===== config.mk =====
export PLATFORM = sky130hd
export DESIGN_NAME = simplebus_leader_ctrl
export DESIGN_NICKNAME = d
export VERILOG_FILES = /design/src/rtl/simplebus_pkg.sv /design/src/rtl/simplebus_timeout_ctr.sv /design/src/rtl/simplebus_leader_ctrl.sv
export SDC_FILE = /design/constraint.sdc
export NUM_CORES = 1
export LEC_CHECK = 0
export BUFFER_PORTS_ARGS = -buffer_cell sky130_fd_sc_hd__buf_2
export CAP_MARGIN = 25
export CORE_UTILIZATION = 35
export DETAILED_ROUTE_END_ITERATION = 6
export GPL_TIMING_DRIVEN = 0
export MAX_ROUTING_LAYER = met4
export RECOVER_POWER = 50
export SYNTH_ARGS = -nofsm -noshare
export SYNTH_HDL_FRONTEND = slang
export SYNTH_SLANG_ARGS = --single-unit

===== constraint.sdc =====
create_clock -name clock -period 2.2 [get_ports clock]
set_input_delay 0.44 -clock clock [delete_from_list [all_inputs] [get_ports clock]]
set_output_delay 0.44 -clock clock [all_outputs]
set_load 0.05 [all_outputs]

===== src/rtl/simplebus_pkg.sv =====
// Shared types and widths for the simplebus leader: FSM states, bus widths
// and the byte lanes the 24-bit request address is split into.
package simplebus_pkg;

  localparam int ADDR_W     = 24;
  localparam int DATA_W     = 8;
  localparam int BUS_ADDR_W = 8;

  localparam int ADDR_UP_LSB  = 16;
  localparam int ADDR_MID_LSB = 8;
  localparam int ADDR_LO_LSB  = 0;

  typedef enum logic [2:0] {
    ST_IDLE,
    ST_ADDR_UP,
    ST_ADDR_MID,
    ST_ADDR_LO,
    ST_WRITE,
    ST_READ_WAIT,
    ST_RESP
  } leader_state_t;

  function automatic logic [BUS_ADDR_W-1:0] addr_byte(input logic [ADDR_W-1:0] a,
                                                      input int lsb);
    return a[lsb +: BUS_ADDR_W];
  endfunction

endpackage


===== src/rtl/simplebus_timeout_ctr.sv =====
// Read-wait timer: counts cycles while enabled and flags the last allowed
// cycle so the leader gives up on a follower that never answers.
module simplebus_timeout_ctr #(
  parameter int TIMEOUT = 32
) (
  input  logic clock,
  input  logic resetN,
  input  logic i_clear,
  input  logic i_enable,
  output logic o_expired
);
  localparam int CNT_W = $clog2(TIMEOUT + 1);
  localparam logic [CNT_W-1:0] LAST = CNT_W'(TIMEOUT - 1);

  logic [CNT_W-1:0] r_count;
  logic             w_last;

  // Count holds 0 during the first waiting cycle, so LAST marks cycle TIMEOUT.
  assign w_last    = (r_count == LAST);
  assign o_expired = i_enable && w_last;

  always_ff @(posedge clock or negedge resetN) begin
    if (!resetN) begin
      r_count <= '0;
    end else if (i_clear) begin
      r_count <= '0;
    end else if (i_enable && !w_last) begin
      r_count <= r_count + 1'b1;
    end
  end

endmodule


===== src/rtl/simplebus_leader_ctrl.sv =====
// simplebus leader: turns 24-bit read/write requests into the three-phase
// address sequence, a write data cycle or a bounded read wait, and one response.
module simplebus_leader_ctrl
  import simplebus_pkg::*;
#(
  parameter int TIMEOUT = 32
) (
  input  logic                  clock,
  input  logic                  resetN,
  input  logic                  req_valid,
  output logic                  req_ready,
  input  logic                  req_read,
  input  logic [ADDR_W-1:0]     req_addr,
  input  logic [DATA_W-1:0]     req_wdata,
  output logic                  rsp_valid,
  input  logic                  rsp_ready,
  output logic [DATA_W-1:0]     rsp_rdata,
  output logic                  rsp_error,
  output logic                  start,
  output logic                  read,
  output logic [BUS_ADDR_W-1:0] address,
  input  logic [DATA_W-1:0]     data_in,
  output logic [DATA_W-1:0]     data_out,
  output logic                  data_oe,
  input  logic                  dv_in,
  output logic                  dv_out,
  output logic                  dv_oe
);

  leader_state_t     r_state;
  leader_state_t     w_next;
  logic              r_read;
  logic [ADDR_W-1:0] r_addr;
  logic [DATA_W-1:0] r_wdata;
  logic [DATA_W-1:0] r_rdata;
  logic              r_error;
  logic              w_accept;
  logic              w_waiting;
  logic              w_expired;

  assign w_accept  = req_valid && (r_state == ST_IDLE);
  assign w_waiting = (r_state == ST_READ_WAIT);

  // Held in clear outside READ_WAIT, so every wait starts from zero.
  simplebus_timeout_ctr #(
    .TIMEOUT (TIMEOUT)
  ) u_timeout (
    .clock     (clock),
    .resetN    (resetN),
    .i_clear   (!w_waiting),
    .i_enable  (w_waiting),
    .o_expired (w_expired)
  );

  always_ff @(posedge clock or negedge resetN) begin
    if (!resetN) begin
      r_state <= ST_IDLE;
    end else begin
      r_state <= w_next;
    end
  end

  // Request fields only matter once accepted; no reset needed.
  always_ff @(posedge clock) begin
    if (w_accept) begin
      r_read  <= req_read;
      r_addr  <= req_addr;
      r_wdata <= req_wdata;
    end
  end

  always_ff @(posedge clock or negedge resetN) begin
    if (!resetN) begin
      r_rdata <= '0;
      r_error <= 1'b0;
    end else begin
      case (r_state)
        ST_WRITE: begin
          r_rdata <= '0;
          r_error <= 1'b0;
        end
        ST_READ_WAIT: begin
          // Data beats the timeout when both land on the same edge.
          if (dv_in) begin
            r_rdata <= data_in;
            r_error <= 1'b0;
          end else if (w_expired) begin
            r_rdata <= '0;
            r_error <= 1'b1;
          end
        end
        default: ;
      endcase
    end
  end

  always_comb begin
    w_next    = r_state;
    req_ready = 1'b0;
    rsp_valid = 1'b0;
    start     = 1'b0;
    read      = 1'b0;
    address   = '0;
    data_out  = '0;
    data_oe   = 1'b0;
    dv_out    = 1'b0;
    dv_oe     = 1'b0;
    case (r_state)
      ST_IDLE: begin
        req_ready = 1'b1;
        if (req_valid) w_next = ST_ADDR_UP;
      end
      ST_ADDR_UP: begin
        start   = 1'b1;
        address = addr_byte(r_addr, ADDR_UP_LSB);
        w_next  = ST_ADDR_MID;
      end
      ST_ADDR_MID: begin
        address = addr_byte(r_addr, ADDR_MID_LSB);
        w_next  = ST_ADDR_LO;
      end
      ST_ADDR_LO: begin
        address = addr_byte(r_addr, ADDR_LO_LSB);
        read    = r_read;
        w_next  = r_read ? ST_READ_WAIT : ST_WRITE;
      end
      ST_WRITE: begin
        data_out = r_wdata;
        data_oe  = 1'b1;
        dv_out   = 1'b1;
        dv_oe    = 1'b1;
        w_next   = ST_RESP;
      end
      ST_READ_WAIT: begin
        if (dv_in || w_expired) w_next = ST_RESP;
      end
      ST_RESP: begin
        rsp_valid = 1'b1;
        if (rsp_ready) w_next = ST_IDLE;
      end
      default: w_next = ST_IDLE;
    endcase
  end

  assign rsp_rdata = r_rdata;
  assign rsp_error = r_error;

endmodule


==> results of run 1 <==
## routing by layer
metal	vias to the layer above	routed length, um	global-route usage
li1	750	-	-
met1	714	1900	0.166
met2	63	1980	0.240
met3	4	243	0.0348
met4	0	21	0.0429
met5	-	0	-
## cell usage after synthesis (all sizes together) (3+ instances only)
library cell | count | share of area
dfrtp | 18 | 0.21
and2 | 10 | 0.029
nor2 | 11 | 0.019
nor2b | 5 | 0.019
a21oi | 3 | 0.0069
edfxtp | 33 | 0.45
buf | 11 | 0.044
a22oi | 8 | 0.027
nand2b | 3 | 0.012
o21ai | 5 | 0.011
a32o | 8 | 0.037
nand3 | 5 | 0.014
nand2 | 6 | 0.010
nor3 | 4 | 0.0092
mux2 | 8 | 0.041
## how the worst min path moves through the flow
stage	end	startpoint	slack, ns	cells after the start
2_1_floorplan	r_state[0]$_DFFE_PN0P_	resetN	0.14	0
3_3_place_gp	rsp_rdata[2]$_DFFE_PN0P_	resetN	0.40	1
3_5_place_dp	rsp_rdata[6]$_DFFE_PN0P_	resetN	0.40	1
4_1_cts	rsp_rdata[6]$_DFFE_PN0P_	resetN	0.06	1
5_1_grt	r_wdata[1]$_DFFE_PP_	req_wdata[1]	0.29	1
6_report	u_timeout.r_count[2]$_DFFE_PN0P_	resetN	0.27	1
## state kept, by name (all words and copies together), names as in the netlist
name	count
r_addr	24
r_read	1
r_state	3
r_wdata	8
rsp_error	1
rsp_rdata	8
u_timeout.r_count	6
## cells by family after synthesis
kind of cell	after synthesis	synth area share
AOI/OAI and AO/OA	30	0.102
and+or+nand+nor	52	0.138
buffers and inverters	14	0.0492
xor gates and xnor gates	1	0.00401
muxes	8	0.0412
DFF	51	0.659
adders and majority gates	1	0.00572
## power groups by stage
stage,Clock [mW],Sequential [mW],Combinational (mW)
after floorplan,0,1.40,1.23
after global placement,0,1.28,1.72
after detailed placement,0,1.28,1.73
after CTS,0.664,1.26,1.78
after global routing,0.703,1.28,1.95
final,0.645,1.26,1.83
## stage by stage
step | setup TNS [ns] | instances
after floorplan | 0 | 157
after global routing | -0.0375 | 319
after global placement | 0 | 309
after detailed placement | 0 | 309
after CTS | 0 | 317
final | 0 | 319
## worst max-delay path, cell delays in order (launching register included)
cell     delay, ns
dfrtp_1       0.37
buf_6         0.16
buf_8         0.14
mux2_2        0.34
a22oi_2       0.13
nor2_1        0.07
buf_6         0.17
## what timing repair did
action	CTS	global route
hold endpoints to repair	0	0
setup buffers	0	2
setup endpoints to repair	18	14
resized for setup	14	10
## area by class of cell
class,instances,area share
multi-input cells,92,0.231
well taps,75,0.0326
clock inverters,3,0.0148
plain buffers,13,0.0387
flip-flops and latches,51,0.501
repair buffers,79,0.157
inverters,1,0.00130
clock buffers,5,0.0239
==> results.md, run 1 <==
* Outcome: complete, no violations
* P_int at 2.16 mW
* I/O Pins at 78
* Peak VDD IR at 0.676 mV
* Unique cell type count in the Yosys netlist at 35
* Post-Place Cell Area at 0.00269 sq mm
* Initial DRC count at 45
* Post-CTS Hold Buffers at 0
* DP Worst Slack at 0.288 ns
* Final GP Congestion at 0.720
* Final Skew at 0.00323 ns
* Initial Util at 0.367
* N_diodes at 0
* Multi-input logic area at 664 sq um
* Setup CP Type: flop to output port
* Pre-antenna DRT Iters at 4
* Post-Syn Instances at 157
* Routed vias/inst at 4.80
* Die ar. at 0.00657 sq mm
* Worst R2R End: r_wdata[7]$_DFFE_PP_
* Antenna viol nets, final at 0
* Post-synthesis sequential area ratio at 0.659
* CTS sink cnt at 51
* CTS buffer count at 5
* Final period demand of the worst path at 2.13 ns
* Max Slew Vio Count at 0
* Vias in the first global route at 1501
* Worst Tran Pin Value at 0.973 ns
* Syn Nets at 204
* Clock power share at 0.173
* Clock Latency Late Sink at 0.30 ns
* Critical Path End Type: output port
* Total power at 3.73 mW
* Max Clk Rate at 468 MHz
* CTS tree: built
* Clk buf depth at 2
* H-tree levels at 2
* Leak at 1.24 nW
* Fin util at 0.483
* Synth Warn # at 0
* RSZ-0062 raised after global routing: yes
* Switching Fraction at 0.420
* Layout cells sized above 1 at 0.463
* Seq cells post-synth at 51
* Worst path required time at 1.76 ns
* Fin nets at 290
* Routed via count at 1531
* Net Switching at 1.57 mW
* Syn avg cell area at 13.9 sq um
* Initial antenna violation count at 0
* # setup viols final at 0
* Hold Violations, Final at 0
* Seq pwr share at 0.338
* Startpoint types: flop
* Period utilization at 0.970
* Slew HR at 0.351
* Gr usage total at 0.142
* Most common cell after layout, fill and taps aside: buf_2
* Number of remaining DRC errors at 0
* Reg area at 0.00144 sq mm
* GR Overflow Total at 0
* Async SR Flop Fraction at 0.353
* Site Rows at 28
* Final worst setup slack at 0.0654 ns
* Crit Path Max Fanout at 10
* WL per Instance at 13.0 um
* First-pass GRT wire length at 6.73 mm
* I/O Buffers at 77
* Reg2Reg Launch Point: r_state[0]$_DFFE_PN0P_
* CP Launch Point: r_state[0]$_DFFE_PN0P_
* Hold Worst Slack at 0.267 ns
* Most common flop cell mapped by yosys: edfxtp_1
* Most frequent cells in the layout: buf_2 (61), edfxtp_1 (33), dfrtp_1 (18), buf_4 (15), nor2_1 (11)
* Crit path DAT at 1.69 ns
* Cell Area, Synth at 0.00219 sq mm
* Die Height at 81.0 um
* Power Density at 1300 mW/mm^2
* Fillers at 577
* Root buffer cell: clkbuf_8
* Worst R2R Setup Slack at 0.34 ns
* Core Area at 0.00596 sq mm
* Cells on worst reg2reg path at 4
* Clock slew at reported path FFs at 0.09 ns
* Final Instance Area at 0.00288 sq mm
* Die W at 81.0 um
* Comb power frac at 0.489
* Area Overhead vs Synth at 31.6%
* Max Cap Viol at 0
* Hold Crit Class: input port to async pin
* Pin count of the biggest net entering global routing at 34
* EDFF count, synth at 33
* CP Capture Point: address[7]
* Final WL at 4.14 mm
* Detail Placement HPWL at 2.97 mm
Note: power is estimated with default switching activity, not from simulation.
==> run 2, diff against run 1 <==
PLACE_DENSITY = 0.69   (was unset)
==> run 2 against run 1 <==
  * Final cell count rose by 0.63%
  * Sequential share of layout area rose by 0.26 points
  * Routed wire length rose by 1.2%
  * Total power fell by 2.4%
  * Worst hold slack got worse by 0.014 ns
  * Critical path type unchanged
  * Critical endpoint is now address[1]
  * Largest power group unchanged
  * Highest routed layer unchanged
==> results.md, run 2 (synthesis gave the netlist of run 1 again) <==
* Outcome: complete, no violations
* Clk buf depth at 2
* Clock Latency Late Sink at 0.30 ns
* Crit Path Max Fanout at 6
* Sum Neg Setup Slack at 0 ns
* I/O Buffers at 77
* Final worst setup slack at 0.0809 ns
* Pin count of the biggest net entering global routing at 34
* Routed vias/inst at 4.81
* Peak VDD IR at 0.829 mV
* Max Slew Vio Count at 0
* CP Launch Point: r_state[0]$_DFFE_PN0P_
* Area Overhead vs Synth at 30.9%
* RSZ-0062 raised after global routing: no
* Worst R2R End: r_wdata[0]$_DFFE_PP_
* Root buffer cell: clkbuf_8
* Placed cells at 309
* Final WL at 4.19 mm
* Core Area at 0.00596 sq mm
* WL per Instance at 13.1 um
* CTS buffer count at 5
* Max Clk Rate at 472 MHz
* Most frequent cells in the layout: buf_2 (56), edfxtp_1 (33), dfrtp_1 (18), buf_4 (13), clkbuf_1 (13)
* Final period demand of the worst path at 2.12 ns
* Initial DRC count at 85
* Period utilization at 0.963
* Worst path required time at 1.76 ns
* Final GP Congestion at 0.780
* Detail Placement HPWL at 2.99 mm
* Number of remaining DRC errors at 0
* Startpoint types: flop
* Antenna viol nets, final at 0
* Crit path DAT at 1.68 ns
* Cells on worst reg2reg path at 4
* Gr usage total at 0.140
* Post-CTS Hold Buffers at 0
* Max reg flops at 24
* Setup CP Type: flop to output port
* Hold Crit Class: input port to async pin
* I/O Pins at 78
* Initial antenna violation count at 0
* Slew HR at 0.375
* Critical Path End Type: output port
* Final Skew at 0.00888 ns
* Die ar. at 0.00657 sq mm
* Die W at 81.0 um
* Initial Util at 0.367
* Max Cap Viol at 0
* Top reg by flops: r_addr
* Power Density at 1270 mW/mm^2
* Non-Filler Instances at 321
* Site Rows at 28
* Die Height at 81.0 um
* # setup viols final at 0
* Layout cells sized above 1 at 0.435
* Pre-antenna DRT Iters at 4
* Clock slew at reported path FFs at 0.09 ns
* CTS sink cnt at 51
* CTS tree: built
* Reg2Reg Launch Point: r_state[0]$_DFFE_PN0P_
* Routed via count at 1544
* CP Capture Point: address[1]
* First-pass GRT wire length at 6.70 mm
* H-tree levels at 2
* Fin nets at 292
* Leak at 1.20 nW
* Fillers at 548
* Hold Violations, Final at 0
* GR Overflow Total at 0
* Worst Tran Pin Value at 0.938 ns
* N_diodes at 0
* Vias in the first global route at 1502
* Most common cell after layout, fill and taps aside: buf_2
* DP Worst Slack at 0.274 ns
* Worst R2R Setup Slack at 0.36 ns
[run 2: area by class of cell]
type / count / area, sq um / share of cell area
Inverter: 1 / 3.75 / 0.00131
Sequential cell: 51 / 1440 / 0.504
Tap cell: 75 / 93.8 / 0.0328
Buffer: 13 / 108 / 0.0376
Multi-Input combinational cell: 92 / 669 / 0.234
Clock inverter: 2 / 12.5 / 0.00437
Timing Repair Buffer: 81 / 460 / 0.161
Clock buffer: 6 / 72.6 / 0.0254
[run 2: how the worst min path moves through the flow]
stage / endpoint / cells past startpoint
after CTS: rsp_rdata[0]$_DFFE_PN0P_ / 1
after floorplan: r_state[0]$_DFFE_PN0P_ / 0
after detailed placement: rsp_rdata[6]$_DFFE_PN0P_ / 1
after global placement: rsp_rdata[6]$_DFFE_PN0P_ / 1
after global routing: r_addr[15]$_DFFE_PP_ / 1
final: rsp_rdata[0]$_DFFE_PN0P_ / 1
[run 2: critical path, stage by stage (launching register included)]
cell,delay [ns]
dfrtp_1,0.37
buf_6,0.14
buf_12,0.11
mux2_2,0.33
a22oi_1,0.14
nor2_1,0.07
buf_2,0.23
[run 2: what timing repair did]
action | 4_1_cts | 5_1_grt
buffers inserted | 1 | 3
setup endpoints to repair | 12 | 19
hold endpoints to repair | 0 | 0
resized for setup | 11 | 13
[run 2: per-stage QoR]
step                hold WS, ns  total power [mW]  area, sq um  utilization
finish                    0.254              3.64         2860        0.480
global placement          0.393              2.98         2690        0.451
global route              0.293              3.83         2860        0.480
detailed placement        0.391              3.00         2690        0.451
floorplan                 0.144              2.63         2210            -
CTS                      0.0600              3.57         2810        0.472
[run 2: where the power goes]
part	leakage [nW]	internal, mW	total (mW)	switching (mW)
sequential	0.543	1.21	1.26	0.0515
combinational	0.620	0.641	1.86	1.22
clock	0.0374	0.222	0.519	0.297
[run 2: per-layer routing]
layer  vias to the layer above  share of wire  GRT usage
met5                         -              0          -
met4                         0         0.0086     0.0357
met3                         5          0.063     0.0371
met2                        62           0.48      0.242
met1                       724           0.45      0.160
li1                        753              -          -
==> run 3, diff against run 2 <==
PLACE_DENSITY = 0.59   (was 0.69)
==> run 3 against run 2 <==
  * Critical path depth unchanged
  * Sequential share of layout area decreased by 1.5 points
  * Final cell count rose by 1.2%
  * Maximum frequency is 0.44% lower
  * Via count rose by 2.2%
  * Critical endpoint is now address[5]
==> results.md, run 3 (synthesis gave the netlist of run 1 again) <==
* Outcome: complete, no violations
* Die Height at 81.0 um
* Placed cells at 309
* Vias in the first global route at 1492
* Fin util at 0.495
* Most common cell after layout, fill and taps aside: buf_2
* Fin nets at 296
* H-tree levels at 2
* Number of remaining DRC errors at 0
* Seq pwr share at 0.334
* Hold Crit Class: input port to async pin
* Max Slew Vio Count at 0
* CTS sink cnt at 51
* Final WL at 4.35 mm
* Comb power frac at 0.530
* N_diodes at 0
* P_int at 2.19 mW
* Startpoint types: flop
* Slew HR at 0.337
* CP Launch Point: r_state[0]$_DFFE_PN0P_
* Routed vias/inst at 4.86
* Pre-antenna DRT Iters at 4
* Root buffer cell: clkbuf_8
* Pin count of the biggest net entering global routing at 34
* Max Clk Rate at 470 MHz
* Most frequent cells in the layout: buf_2 (61), edfxtp_1 (33), dfrtp_1 (18), buf_4 (16), buf_6 (15)
* Final period demand of the worst path at 2.13 ns
* Hold Worst Slack at 0.274 ns
* Max reg flops at 24
* Core Area at 0.00596 sq mm
* Initial Util at 0.367
* Max Cap Viol at 0
* Crit Path Max Fanout at 6
* Detail Placement HPWL at 3.08 mm
* Power Density at 1280 mW/mm^2
* Clock power share at 0.137
* Clock Latency Late Sink at 0.30 ns
* I/O Buffers at 77
* Worst Tran Pin Value at 0.995 ns
* Gr usage total at 0.141
* Reg2Reg Launch Point: r_state[0]$_DFFE_PN0P_
* Area Overhead vs Synth at 35.0%
* Total power at 3.78 mW
* Period utilization at 0.967
* Switching Fraction at 0.422
* Clk buf depth at 2
* Worst R2R Setup Slack at 0.24 ns
* CTS tree: built
* Worst path required time at 1.76 ns
* Setup CP Type: flop to output port
* Max stage delay on crit path at 0.37 ns
* Slowest-stage cell, CP: dfrtp_1
* Leak at 1.28 nW
* Final GP Congestion at 0.741
* Top reg by flops: r_addr
* I/O Pins at 78
* Critical Path End Type: output port
* First-pass GRT wire length at 6.75 mm
* Die W at 81.0 um
* Peak VDD IR at 0.810 mV
* # setup viols final at 0
* Layout cells sized above 1 at 0.480
* Crit path cell chain: buf_6 -> buf_8 -> mux2_2 -> a22oi_1 -> nor2_1 -> buf_4
* Net Switching at 1.59 mW
* Non-Filler Instances at 325
* Fillers at 564
* WL per Instance at 13.4 um
* Die ar. at 0.00657 sq mm
* Final Skew at 0.00740 ns
* Initial antenna violation count at 0
* Initial DRC count at 61
* Crit path DAT at 1.69 ns
* Clock slew at reported path FFs at 0.09 ns
* Routed via count at 1578
* Site Rows at 28
* Antenna viol nets, final at 0
* Post-CTS Hold Buffers at 0
* Hold Violations, Final at 0
* GR Overflow Total at 0
* CTS buffer count at 5
## run 3: changes by cell type in the layout (fill, tap and decap cells not counted), sizes merged
cell      previous run  this run
clkinv               0         1
clkinvlp             2         1
buf                 79        95
clkbuf              21         9
## run 3: through the flow
stage	setup TNS (ns)	instance area, sq um	worst slack [ns]
after floorplan	0	2210	0.147
after global placement	0	2690	0.293
after detailed placement	0	2690	0.287
after CTS	0	2840	0.00693
after global routing	-0.0181	2950	-0.00653
final	0	2950	0.0716
## run 3: area by class of cell
cell class | instances | area, sq um | area share
inverters | 1 | 3.75 | 0.00127
repair buffers | 85 | 547 | 0.185
well taps | 75 | 93.8 | 0.0318
clock inverters | 2 | 12.5 | 0.00424
multi-input cells | 92 | 664 | 0.225
flip-flops and latches | 51 | 1440 | 0.489
plain buffers | 13 | 115 | 0.0390
clock buffers | 6 | 72.6 | 0.0246
## run 3: layer usage
| layer | GRT usage | part of all wire |
|---|---|---|
| met1 | 0.168 | 0.44 |
| met2 | 0.236 | 0.49 |
| met4 | 0.0375 | 0.0097 |
| met5 | - | 0 |
| met3 | 0.0382 | 0.061 |
## run 3: worst paths after layout
kind / to / cells past startpoint
min: rsp_rdata[5]$_DFFE_PN0P_ / 1
min in group clock: r_read$_DFFE_PP_ / 1
max in group asynchronous: u_timeout.r_count[0]$_DFFE_PN0P_ / 1
max: address[5] / 6
min reg2reg: rsp_rdata[7]$_DFFE_PN0P_ / 1
max reg2reg: r_wdata[2]$_DFFE_PP_ / 5
## run 3: power groups by stage
stage | Sequential [mW] | Combinational, mW | Clock [mW]
after floorplan | 1.40 | 1.23 | 0
after global placement | 1.28 | 1.72 | 0
after detailed placement | 1.28 | 1.73 | 0
after CTS | 1.26 | 1.84 | 0.532
after global routing | 1.28 | 2.14 | 0.570
final | 1.26 | 2.00 | 0.516
## run 3: worst max-delay path, delay by kind of cell (launching register included)
family	cells	cell delay (ns)
buffers and inverters	3	0.48
AO/OA/AOI/OAI	1	0.15
flip-flops	1	0.37
multiplexers	1	0.33
AND/OR/NAND/NOR	1	0.06
## run 3: repair_timing
action / 4_1_cts / 5_1_grt
resized for setup: 12 / 25
setup buffers: 2 / 6
setup endpoints to repair: 13 / 19
cloned: 0 / 0
